--- src/rtl/serial_pattern_detector.sv ---
`default_nettype none
// ============================================================================
// Module   : serial_pattern_detector
// Purpose  : Shifts qualified serial bits into a WIDTH-bit window and flags
//            every occurrence of PATTERN with a one-cycle registered pulse.
//            Each hit also bumps a saturating hit counter. A fill guard
//            suppresses hits until WIDTH real bits have been accepted since
//            reset or clear.
// Revision : 1.0 - initial release
// ----------------------------------------------------------------------------
// Ports:
//   clk          in   1      rising-edge clock
//   rst          in   1      asynchronous reset, active low
//   din          in   1      serial data bit (upstream flop Q)
//   din_valid    in   1      din is accepted on an edge only when high
//   clr          in   1      synchronous clear, active high
//   match        out  1      one-cycle pulse per detected pattern
//   match_count  out  CNT_W  saturating count of matches
//   window       out  WIDTH  shift window, newest bit in the LSB
//   filled       out  1      high once WIDTH bits have been accepted
// ============================================================================
module serial_pattern_detector #(
  parameter int               WIDTH   = 4,
  parameter logic [WIDTH-1:0] PATTERN = 4'b1011,
  parameter int               CNT_W   = 8
) (
  input  logic             clk,
  input  logic             rst,
  input  logic             din,
  input  logic             din_valid,
  input  logic             clr,
  output logic             match,
  output logic [CNT_W-1:0] match_count,
  output logic [WIDTH-1:0] window,
  output logic             filled
);

  // Fill counter only needs to reach WIDTH-1; the WIDTH-th bit moves the
  // state to RUN instead of incrementing.
  localparam int FC_W = (WIDTH > 2) ? $clog2(WIDTH) : 1;

  typedef enum logic {
    ST_FILL = 1'b0,
    ST_RUN  = 1'b1
  } state_t;

  state_t            state_q, state_d;
  logic [FC_W-1:0]   fill_cnt_q, fill_cnt_d;
  logic [WIDTH-1:0]  window_q, window_d;
  logic              match_q, match_d;
  logic [CNT_W-1:0]  match_count_q, match_count_d;

  logic [WIDTH-1:0]  shifted;
  logic              last_fill_bit;
  logic              guard_open;

  assign shifted       = {window_q[WIDTH-2:0], din};
  assign last_fill_bit = (state_q == ST_FILL) && (fill_cnt_q == FC_W'(WIDTH - 1));
  // A hit is allowed once running, or on the very bit that completes the fill.
  assign guard_open    = (state_q == ST_RUN) || last_fill_bit;

  always_comb begin
    state_d       = state_q;
    fill_cnt_d    = fill_cnt_q;
    window_d      = window_q;
    match_d       = 1'b0;
    match_count_d = match_count_q;

    if (clr) begin
      state_d       = ST_FILL;
      fill_cnt_d    = '0;
      window_d      = '0;
      match_count_d = '0;
    end else if (din_valid) begin
      window_d = shifted;

      if (state_q == ST_FILL) begin
        if (last_fill_bit) begin
          state_d = ST_RUN;
        end else begin
          fill_cnt_d = fill_cnt_q + 1'b1;
        end
      end

      if ((shifted == PATTERN) && guard_open) begin
        match_d = 1'b1;
        if (match_count_q != {CNT_W{1'b1}}) begin
          match_count_d = match_count_q + 1'b1;
        end
      end
    end
  end

  always_ff @(posedge clk or negedge rst) begin
    if (!rst) begin
      state_q       <= ST_FILL;
      fill_cnt_q    <= '0;
      window_q      <= '0;
      match_q       <= 1'b0;
      match_count_q <= '0;
    end else begin
      state_q       <= state_d;
      fill_cnt_q    <= fill_cnt_d;
      window_q      <= window_d;
      match_q       <= match_d;
      match_count_q <= match_count_d;
    end
  end

  assign match       = match_q;
  assign match_count = match_count_q;
  assign window      = window_q;
  assign filled      = (state_q == ST_RUN);

endmodule
`default_nettype wire

--- config.mk ---
export PLATFORM = sky130hd
export DESIGN_NAME = serial_pattern_detector
export DESIGN_NICKNAME = d
export VERILOG_FILES = /design/src/rtl/serial_pattern_detector.sv
export SDC_FILE = /design/constraint.sdc
export NUM_CORES = 1
export LEC_CHECK = 0
export ABC_AREA = 1
export CORE_MARGIN = 5
export CORE_UTILIZATION = 43
export DETAILED_ROUTE_END_ITERATION = 7
export GPL_TIMING_DRIVEN = 0
export PLACE_DENSITY_LB_ADDON = 0.2
export SLEW_MARGIN = 15
export SYNTH_ARGS = -nofsm -noshare
export SYNTH_HDL_FRONTEND = slang
export SYNTH_SLANG_ARGS = --single-unit
--- constraint.sdc ---
create_clock -name clk -period 1.1 [get_ports clk]
set_input_delay 0.165 -clock clk [delete_from_list [all_inputs] [get_ports clk]]
set_output_delay 0.165 -clock clk [all_outputs]
set_load 0.1 [all_outputs]
* Yosys cells after proc, flatten, opt, wreduce, memory -nomap -nowiden
Index checks and enable logic that the tools add are counted.
** Storage, ports and cells
- Register bits :: 16
- Latch bits :: 0
- Bits in writable memories :: 0
- Bits in read-only memories :: 0
- Input port bits :: 5
- Output and inout port bits :: 14
- Word-level logic and storage cells :: 38
- Memories :: 0
** Cells by class
- Add/subtract/negate cells :: 2
- Multipliers :: 0
- Div/mod/pow operators :: 0
- $lt $le $gt $ge :: 0
- Eq/ne operators :: 5
- Shift operators :: 0
- Multiplexer cells :: 17
- Bitwise gates (word level) :: 1
- Reductions and logical operators :: 8
** Operators with widths (count)
- two-way mux 8 bit :: 4
- adder 8 x 1 -> 8 bit (second input constant) :: 1
- two-way mux 2 bit :: 4
- two-way mux 4 bit :: 2
- != test 8 bit (second input constant) :: 1
- two-way mux 1 bit :: 7
- AND reduction 3 bit :: 2
- nonzero test 2 bit :: 3
- equality test 4 bit (second input constant) :: 1
- != test 2 bit (second input constant) :: 2
- adder 2 x 1 -> 2 bit (second input constant) :: 1
- equality test 2 bit (second input constant) :: 1
- logical AND 1 bit :: 2
- logical OR 1 bit :: 1
- NOT 1 bit :: 1

* Logic depth before layout (Yosys ltp)
Gate-level depths: netlist of the first run.
- Depth after elaboration :: 7
- Mapped depth :: 8
- Depth with buffers taken out :: 8

* Worst setup path before layout of the first run
OpenSTA, ideal clock, no wires.
- Kind :: register to register
- Start point :: register match_count_q[1] (netlist: match_count[1])
- End point :: register match_count_q[3] (netlist: match_count[3])
- Setup time :: 0.068 ns
- Arrival time :: 1.922 ns
- Required time :: 1.032 ns
- Setup slack :: -0.889 ns
- Cell stages (with the launch flop) :: 8
- Path buffers :: 0
- Clock period less this slack :: 1.989 ns
- Cell sequence :: dfrtp_1 -> ha_1 -> nand3_1 -> nor2_4 -> nor2_4 -> nor2_4 -> nand2_1 -> nand2_1
** Between the ends
- Cells in the longest elaborated chain, start to end :: 5
- Elaborated cells between the ends (all ways) :: 8
- Classes of those cells :: add/sub: 1; eq/ne: 1; mux: 4; reduce/logical: 2
** RTL lines
- start, declared :: RTL line 51 : logic [CNT_W-1:0] match_count_q, match_count_d;
- start signal, assigned :: RTL line 106 : match_count_q <= match_count_d;
- adder 8 x 1 -> 8 bit :: RTL line 88 : match_count_d = match_count_q + 1'b1;
- two-way mux 8 bit :: RTL line 87 : if (match_count_q != {CNT_W{1'b1}}) begin
- two-way mux 8 bit :: RTL line 85 : if ((shifted == PATTERN) && guard_open) begin
- two-way mux 8 bit :: RTL line 74 : end else if (din_valid) begin
- two-way mux 8 bit :: RTL line 69 : if (clr) begin
Several ways; a longest one is shown, not always the timed one. The select of a mux whose other input is x is not followed.
A chain may end at the register's enable or synchronous reset.

* Worst setup path after layout of the first run
- Start point :: register window_q[1] (netlist: window[1])
- End point :: register match_count_q[3] (netlist: match_count[3])
** Between the ends
- Cells in the longest elaborated chain, start to end :: 4
** RTL lines
- start, declared :: RTL line 49 : logic [WIDTH-1:0] window_q, window_d;
- start signal, assigned :: RTL line 104 : window_q <= window_d;
- equality test 4 bit :: RTL line 85
- logical AND 1 bit :: RTL line 85
- nonzero test 2 bit (no line)
- AND reduction 3 bit (no line)
Every way passes these cells.

==> impl_metrics.xml, run 1 <==
<?xml version="1.0" encoding="UTF-8"?>
<metrics>
  <group name="run_status">
    <metric name="status" unit="">finished with violations</metric>
    <metric name="failing_checks" unit="">negative setup slack</metric>
  </group>
  <group name="synth">
    <metric name="number_of_distinct_standard_cells_referenced_by_the_synthesized_netlist" unit="">23</metric>
    <metric name="syn_area" unit="µm²">845</metric>
    <metric name="syn_nets" unit="">109</metric>
    <metric name="syn-mean-instance-area" unit="µm²">8.28</metric>
    <metric name="yosys_warnings" unit="">0</metric>
    <metric name="synthesis.instances" unit="">102</metric>
    <metric name="synth.yosys.seq_area_share" unit="%">47.4</metric>
    <metric name="ys_seq_elements" unit="">16</metric>
  </group>
  <group name="route">
    <metric name="postRouteAntennaNets" unit="">0</metric>
    <metric name="postRouteWirelength" unit="µm">1840</metric>
    <metric name="drt_first_pass_iters" unit="">3</metric>
    <metric name="detail_route.iter0.violations" unit="">10</metric>
    <metric name="route.vias.total" unit="">768</metric>
    <metric name="wl_per_cell" unit="µm">11.6</metric>
    <metric name="detail_route.vias_per_cell" unit="">4.86</metric>
    <metric name="detailed_route_drc_error_count" unit="">0</metric>
  </group>
  <group name="floorplanning">
    <metric name="placement_rows" unit="">16</metric>
    <metric name="die_area" unit="µm²">2950</metric>
    <metric name="core-area" unit="µm²">1920</metric>
    <metric name="die_height" unit="µm">54.3</metric>
    <metric name="die_width" unit="µm">54.3</metric>
    <metric name="num_io_pins" unit="">19</metric>
    <metric name="start_util" unit="%">43.9</metric>
  </group>
  <group name="power_and_ir_drop">
    <metric name="ir_drop" unit="µV">727</metric>
    <metric name="sequentialPowerShare" unit="%">51.7</metric>
    <metric name="switching_fraction" unit="%">27.3</metric>
    <metric name="switchingPower" unit="mW">0.335</metric>
    <metric name="power.leakage" unit="nW">0.626</metric>
    <metric name="p_int" unit="mW">0.895</metric>
    <metric name="share_clk_of_total_power" unit="%">32.4</metric>
    <metric name="share_comb_of_total_power" unit="%">15.9</metric>
    <metric name="p_per_area" unit="nW/µm²">902</metric>
  </group>
  <group name="sta">
    <metric name="worstMarginPinSlew" unit="ps">700</metric>
    <metric name="final-hold-violation-count" unit="">0</metric>
    <metric name="finalSetupTns" unit="ps">-2840</metric>
    <metric name="postLayoutSetupSlackWorst" unit="ps">-269</metric>
    <metric name="setup_viol" unit="">22</metric>
    <metric name="slew_headroom" unit="%">53.2</metric>
    <metric name="finalClockSkew" unit="ps">6.99</metric>
    <metric name="period_utilisation_layout" unit="%">124</metric>
    <metric name="drv_slew" unit="">0</metric>
    <metric name="max_freq" unit="MHz">730</metric>
    <metric name="rsz0062_at_grt" unit="">true</metric>
    <metric name="final_period_minus_worst_setup_slack" unit="ps">1370</metric>
  </group>
  <group name="setup_path">
    <metric name="data_arrival_time_of_the_worst_path" unit="ps">1600</metric>
    <metric name="critPathMaxFanout" unit="">6</metric>
    <metric name="setup.worst_path.end_class" unit="">flip-flop</metric>
    <metric name="worstSetupStartpointType" unit="">flip-flop</metric>
    <metric name="req_time_crit_path" unit="ps">1330</metric>
    <metric name="timing.setup.critical_path_class" unit="">reg2reg</metric>
  </group>
  <group name="placement">
    <metric name="dp_cells" unit="">146</metric>
    <metric name="place_hpwl" unit="µm">1270</metric>
    <metric name="globalplace.congestion" unit="">0.866</metric>
    <metric name="buffer_ports.inserted" unit="">17</metric>
  </group>
  <group name="grt">
    <metric name="via_count_of_the_first_global_routing_pass" unit="">692</metric>
    <metric name="initial_antenna_violation_count" unit="">0</metric>
    <metric name="grt_first_pass_wirelength" unit="µm">2950</metric>
    <metric name="grt_start_max_net_pins" unit="">17</metric>
    <metric name="groute.usage.overall" unit="%">14.0</metric>
    <metric name="overflow" unit="">0</metric>
  </group>
  <group name="layout">
    <metric name="layout_commonest_cell" unit="">sky130_fd_sc_hd__nand2_1</metric>
    <metric name="flow.area_growth_from_synthesis" unit="%">61.5</metric>
    <metric name="drive_gt1_share" unit="%">45.0</metric>
    <metric name="design.final.nets" unit="">139</metric>
    <metric name="layout.cells.non_filler" unit="">158</metric>
    <metric name="antenna_cells" unit="">0</metric>
    <metric name="most-common-layout-cells" unit="">sky130_fd_sc_hd__nand2_1, sky130_fd_sc_hd__buf_12, sky130_fd_sc_hd__nand3_1, sky130_fd_sc_hd__dfrtp_4, sky130_fd_sc_hd__inv_1</metric>
  </group>
  <group name="clock_tree">
    <metric name="cts.htree.levels" unit="">1</metric>
    <metric name="clkSinkCount" unit="">16</metric>
    <metric name="clock_tree.buffer_depth" unit="">2</metric>
    <metric name="tritoncts.num_buffers" unit="">3</metric>
    <metric name="worst_skew_pair.late_latency" unit="ps">290</metric>
    <metric name="cts.clk_slew.worst_paths" unit="ps">100</metric>
    <metric name="root_buffer" unit="">sky130_fd_sc_hd__clkbuf_4</metric>
    <metric name="cts_tree" unit="">built</metric>
  </group>
  <group name="hold_path">
    <metric name="hold_path_class" unit="">in2reg</metric>
  </group>
  <group name="flow_run">
    <metric name="drv.max_cap_violation_count" unit="">0</metric>
  </group>
</metrics>
==> Yosys cell counts, drive strengths merged <==
library cell,count,area (µm²)
ha,2,25.0
inv,12,45.0
a21oi,1,5.00
o31ai,1,7.51
nand3,11,55.1
a21o,1,8.76
o21ai,4,20.0
nor2,14,77.6
nand4,1,6.26
dfrtp,16,400
a31oi,1,6.26
nand3b,1,7.51
xor2,1,8.76
o21a,1,7.51
o21bai,1,7.51
buf,1,15.0
o211ai,2,15.0
nand2,31,126
==> flip-flops by register name (all words and copies together) (netlist names) <==
signal       cells
match_count      8
window           4
filled           1
fill_cnt_q       2
match            1
==> logic make-up after synthesis <==
kind of cell             Yosys count  share of synthesized area, %
AND/OR/NAND/NOR                   58                          32.3
AO/OA/AOI/OAI                     12                          9.19
adder cells (fa/ha/maj)            2                          2.96
flip-flops                        16                          47.4
buffers and inverters             13                          7.11
XOR/XNOR                           1                          1.04
==> final cells by class <==
cell class	count	area, µm²
timing repair buffer	25	350
clock buffer	4	36.3
tap	27	33.8
inverter	12	45.0
buffer	1	15.0
fill	156	558
multi-input combinational	73	442
sequential	16	442
==> worst paths after layout <==
check | from | endpoint | slack, ps | cells past startpoint
setup / recovery | window[1]$_DFFE_PN0P_ | match_count[3]$_DFFE_PN0P_ | -270 | 8
hold / removal | clr | window[0]$_DFFE_PN0P_ | 40 | 2
max in group asynchronous | rst | match_count[6]$_DFFE_PN0P_ | 300 | 1
min in group asynchronous | rst | filled$_DFFE_PN0P_ | 280 | 1
hold reg to reg | window[3]$_DFFE_PN0P_ | window[3]$_DFFE_PN0P_ | 520 | 2
setup reg to reg | window[1]$_DFFE_PN0P_ | match_count[3]$_DFFE_PN0P_ | -270 | 8
==> per-stage QoR <==
stage	hold slack [ps]	utilization, %	cell area, µm²	total power, mW	worst slack, ps
2_1_floorplan	-131	-	908	0.739	-338
3_3_place_gp	358	57.9	1110	0.786	-638
3_5_place_dp	360	57.9	1110	0.796	-647
4_1_cts	43.1	65.4	1260	1.20	-217
5_1_grt	26.6	71.0	1360	1.30	-353
6_report	38.5	71.0	1360	1.23	-269
==> power by group through the flow <==
stage | logic (mW) | clock network [mW] | registers [mW]
3_5_place_dp | 0.158 | 0 | 0.638
3_3_place_gp | 0.150 | 0 | 0.636
6_report | 0.196 | 0.399 | 0.635
2_1_floorplan | 0.0637 | 0 | 0.675
4_1_cts | 0.168 | 0.404 | 0.628
5_1_grt | 0.218 | 0.441 | 0.638
==> metal layers <==
layer	global-route usage, %	routed length (µm)
met1	16.9	837
met5	0	0
met2	22.5	850
met4	7.47	44
met3	3.54	106
==> timing repair <==
item / 4_1_cts / 5_1_grt
endpoints found under the setup margin: 24 / 23
gates resized for setup: 113 / 20
pin swaps: 11 / 10
setup buffers: 3 / 5
hold buffers: 0 / 0
==> critical path, stage by stage (launching register included) <==
cell                       delay [ps]
sky130_fd_sc_hd__dfrtp_4          500
sky130_fd_sc_hd__inv_2             60
sky130_fd_sc_hd__nand2_1           60
sky130_fd_sc_hd__nor2_2           120
sky130_fd_sc_hd__nand2_2           90
sky130_fd_sc_hd__nor2_4           200
sky130_fd_sc_hd__buf_4            140
sky130_fd_sc_hd__nand3b_1          70
sky130_fd_sc_hd__nand2_1           70
No activity file was read; power rests on OpenSTA's default activity.
==> run 2, diff against run 1 <==
- GPL_ROUTABILITY_DRIVEN: default -> 0
- SLEW_MARGIN: 15 -> 20
==> results of run 2 <==
No change in the layout: final DEF, timing and power equal those of run 1.
==> run 3, diff against run 2 <==
- HOLD_SLACK_MARGIN: default -> 0.08
==> impl_metrics.xml, run 3 (synthesis results as in run 1) <==
<?xml version="1.0" encoding="UTF-8"?>
<metrics>
  <group name="sta">
    <metric name="postLayoutSetupSlackWorst" unit="ps">-274</metric>
    <metric name="period_utilisation_layout" unit="%">125</metric>
    <metric name="max_freq" unit="MHz">728</metric>
    <metric name="final-hold-violation-count" unit="">0</metric>
    <metric name="slew_headroom" unit="%">52.6</metric>
    <metric name="drv_slew" unit="">0</metric>
    <metric name="finalClockSkew" unit="ps">6.65</metric>
    <metric name="setup_viol" unit="">22</metric>
    <metric name="final_period_minus_worst_setup_slack" unit="ps">1370</metric>
    <metric name="rsz0062_at_grt" unit="">true</metric>
    <metric name="worstMarginPinSlew" unit="ps">709</metric>
  </group>
  <group name="route">
    <metric name="postRouteWirelength" unit="µm">1890</metric>
    <metric name="postRouteAntennaNets" unit="">0</metric>
    <metric name="detail_route.iter0.violations" unit="">9</metric>
    <metric name="detailed_route_drc_error_count" unit="">0</metric>
    <metric name="detail_route.vias_per_cell" unit="">4.94</metric>
    <metric name="wl_per_cell" unit="µm">11.9</metric>
    <metric name="drt_first_pass_iters" unit="">4</metric>
    <metric name="route.vias.total" unit="">786</metric>
  </group>
  <group name="grt">
    <metric name="initial_antenna_violation_count" unit="">0</metric>
    <metric name="via_count_of_the_first_global_routing_pass" unit="">713</metric>
    <metric name="grt_first_pass_wirelength" unit="µm">3020</metric>
    <metric name="groute.usage.overall" unit="%">14.3</metric>
    <metric name="overflow" unit="">0</metric>
    <metric name="grt_start_max_net_pins" unit="">17</metric>
  </group>
  <group name="setup_path">
    <metric name="data_arrival_time_of_the_worst_path" unit="ps">1600</metric>
    <metric name="worstSetupStartpointType" unit="">flip-flop</metric>
    <metric name="critPathMaxFanout" unit="">6</metric>
    <metric name="timing.setup.critical_path_class" unit="">reg2reg</metric>
    <metric name="setup.worst_path.end_class" unit="">flip-flop</metric>
    <metric name="req_time_crit_path" unit="ps">1330</metric>
  </group>
  <group name="placement">
    <metric name="buffer_ports.inserted" unit="">17</metric>
    <metric name="place_hpwl" unit="µm">1270</metric>
    <metric name="dp_cells" unit="">146</metric>
  </group>
  <group name="floorplanning">
    <metric name="core-area" unit="µm²">1920</metric>
    <metric name="die_width" unit="µm">54.3</metric>
    <metric name="placement_rows" unit="">16</metric>
    <metric name="die_area" unit="µm²">2950</metric>
    <metric name="start_util" unit="%">43.9</metric>
    <metric name="die_height" unit="µm">54.3</metric>
    <metric name="num_io_pins" unit="">19</metric>
  </group>
  <group name="layout">
    <metric name="drive_gt1_share" unit="%">44.7</metric>
    <metric name="largest_register_ffs" unit="">8</metric>
    <metric name="antenna_cells" unit="">0</metric>
    <metric name="design.final.nets" unit="">140</metric>
    <metric name="layout.cells.non_filler" unit="">159</metric>
    <metric name="flow.area_growth_from_synthesis" unit="%">62.7</metric>
    <metric name="layout_commonest_cell" unit="">sky130_fd_sc_hd__nand2_1</metric>
    <metric name="utilization" unit="%">71.5</metric>
    <metric name="most-common-layout-cells" unit="">sky130_fd_sc_hd__nand2_1, sky130_fd_sc_hd__buf_12, sky130_fd_sc_hd__nand3_1, sky130_fd_sc_hd__dfrtp_4, sky130_fd_sc_hd__inv_1</metric>
    <metric name="n_fill_cell" unit="">156</metric>
  </group>
  <group name="clock_tree">
    <metric name="tritoncts.num_buffers" unit="">3</metric>
    <metric name="worst_skew_pair.late_latency" unit="ps">290</metric>
    <metric name="clock_tree.buffer_depth" unit="">2</metric>
    <metric name="cts_tree" unit="">built</metric>
    <metric name="root_buffer" unit="">sky130_fd_sc_hd__clkbuf_4</metric>
    <metric name="cts.htree.levels" unit="">1</metric>
    <metric name="clkSinkCount" unit="">16</metric>
    <metric name="cts.clk_slew.worst_paths" unit="ps">100</metric>
  </group>
  <group name="run_status">
    <metric name="failing_checks" unit="">negative setup slack</metric>
    <metric name="status" unit="">finished with violations</metric>
  </group>
  <group name="power_and_ir_drop">
    <metric name="power.leakage" unit="nW">0.630</metric>
    <metric name="p_per_area" unit="nW/µm²">896</metric>
    <metric name="p_total" unit="mW">1.23</metric>
    <metric name="ir_drop" unit="µV">895</metric>
  </group>
  <group name="flow_run">
    <metric name="drv.max_cap_violation_count" unit="">0</metric>
  </group>
  <group name="hold_path">
    <metric name="hold_path_class" unit="">in2reg</metric>
  </group>
</metrics>
run 3: through the flow:
stage | TNS (ps) | hold WS, ps | setup slack [ps] | area, µm²
2_1_floorplan | -2840 | -131 | -338 | 908
3_3_place_gp | -14640 | 358 | -638 | 1110
4_1_cts | -2690 | 143 | -217 | 1270
6_report | -2850 | 139 | -274 | 1370
5_1_grt | -4210 | 142 | -355 | 1370
3_5_place_dp | -15070 | 360 | -647 | 1110
run 3: path summary, 6_finish.rpt:
path | from | endpoint | slack (ps) | cells after the start
hold / removal | clr | match_count[1]$_DFFE_PN0P_ | 140 | 4
setup reg to reg | window[1]$_DFFE_PN0P_ | match_count[3]$_DFFE_PN0P_ | -270 | 8
max in group asynchronous | rst | match_count[6]$_DFFE_PN0P_ | 290 | 1
hold reg to reg | window[3]$_DFFE_PN0P_ | window[3]$_DFFE_PN0P_ | 520 | 2
setup / recovery | window[1]$_DFFE_PN0P_ | match_count[3]$_DFFE_PN0P_ | -270 | 8
min in group asynchronous | rst | fill_cnt_q[1]$_DFFE_PN0P_ | 290 | 1
run 3: power by group:
part           switching, mW  total [mW]  internal [mW]
logic                  0.115       0.199         0.0834
clock network          0.195       0.397          0.202
registers             0.0240       0.636          0.612
total                  0.334        1.23          0.897
run 3: layout make-up:
class	instances	area [µm²]	area share, %
timing repair buffer	26	360	26.2
sequential	16	442	32.1
inverter	12	45.0	3.28
tap	27	33.8	2.46
multi-input combinational	73	442	32.1
buffer	1	15.0	1.09
clock buffer	4	36.3	2.64
run 3: metal layers:
| metal | global-route usage, % | part of all wire, % |
|---|---|---|
| met1 | 17.1 | 44 |
| met2 | 23.5 | 48 |
| met3 | 3.54 | 5.9 |
| met4 | 7.47 | 2.2 |
| met5 | 0 | 0 |
run 3: worst max-delay path: stages (launching register included):
cell and delay [ps]:
sky130_fd_sc_hd__dfrtp_4 500, sky130_fd_sc_hd__inv_2 60, sky130_fd_sc_hd__nand2_1 60, sky130_fd_sc_hd__nor2_2 120, sky130_fd_sc_hd__nand2_2 90, sky130_fd_sc_hd__nor2_4 200, sky130_fd_sc_hd__buf_4 140, sky130_fd_sc_hd__nand3b_1 70
sky130_fd_sc_hd__nand2_1 70
run 3: timing repair:
action,4_1_cts,5_1_grt
hold buffers,1,0
setup endpoints to repair,24,23
setup buffers,3,5
resized for setup,113,20
hold endpoints to repair,3,0
pin swaps,11,10
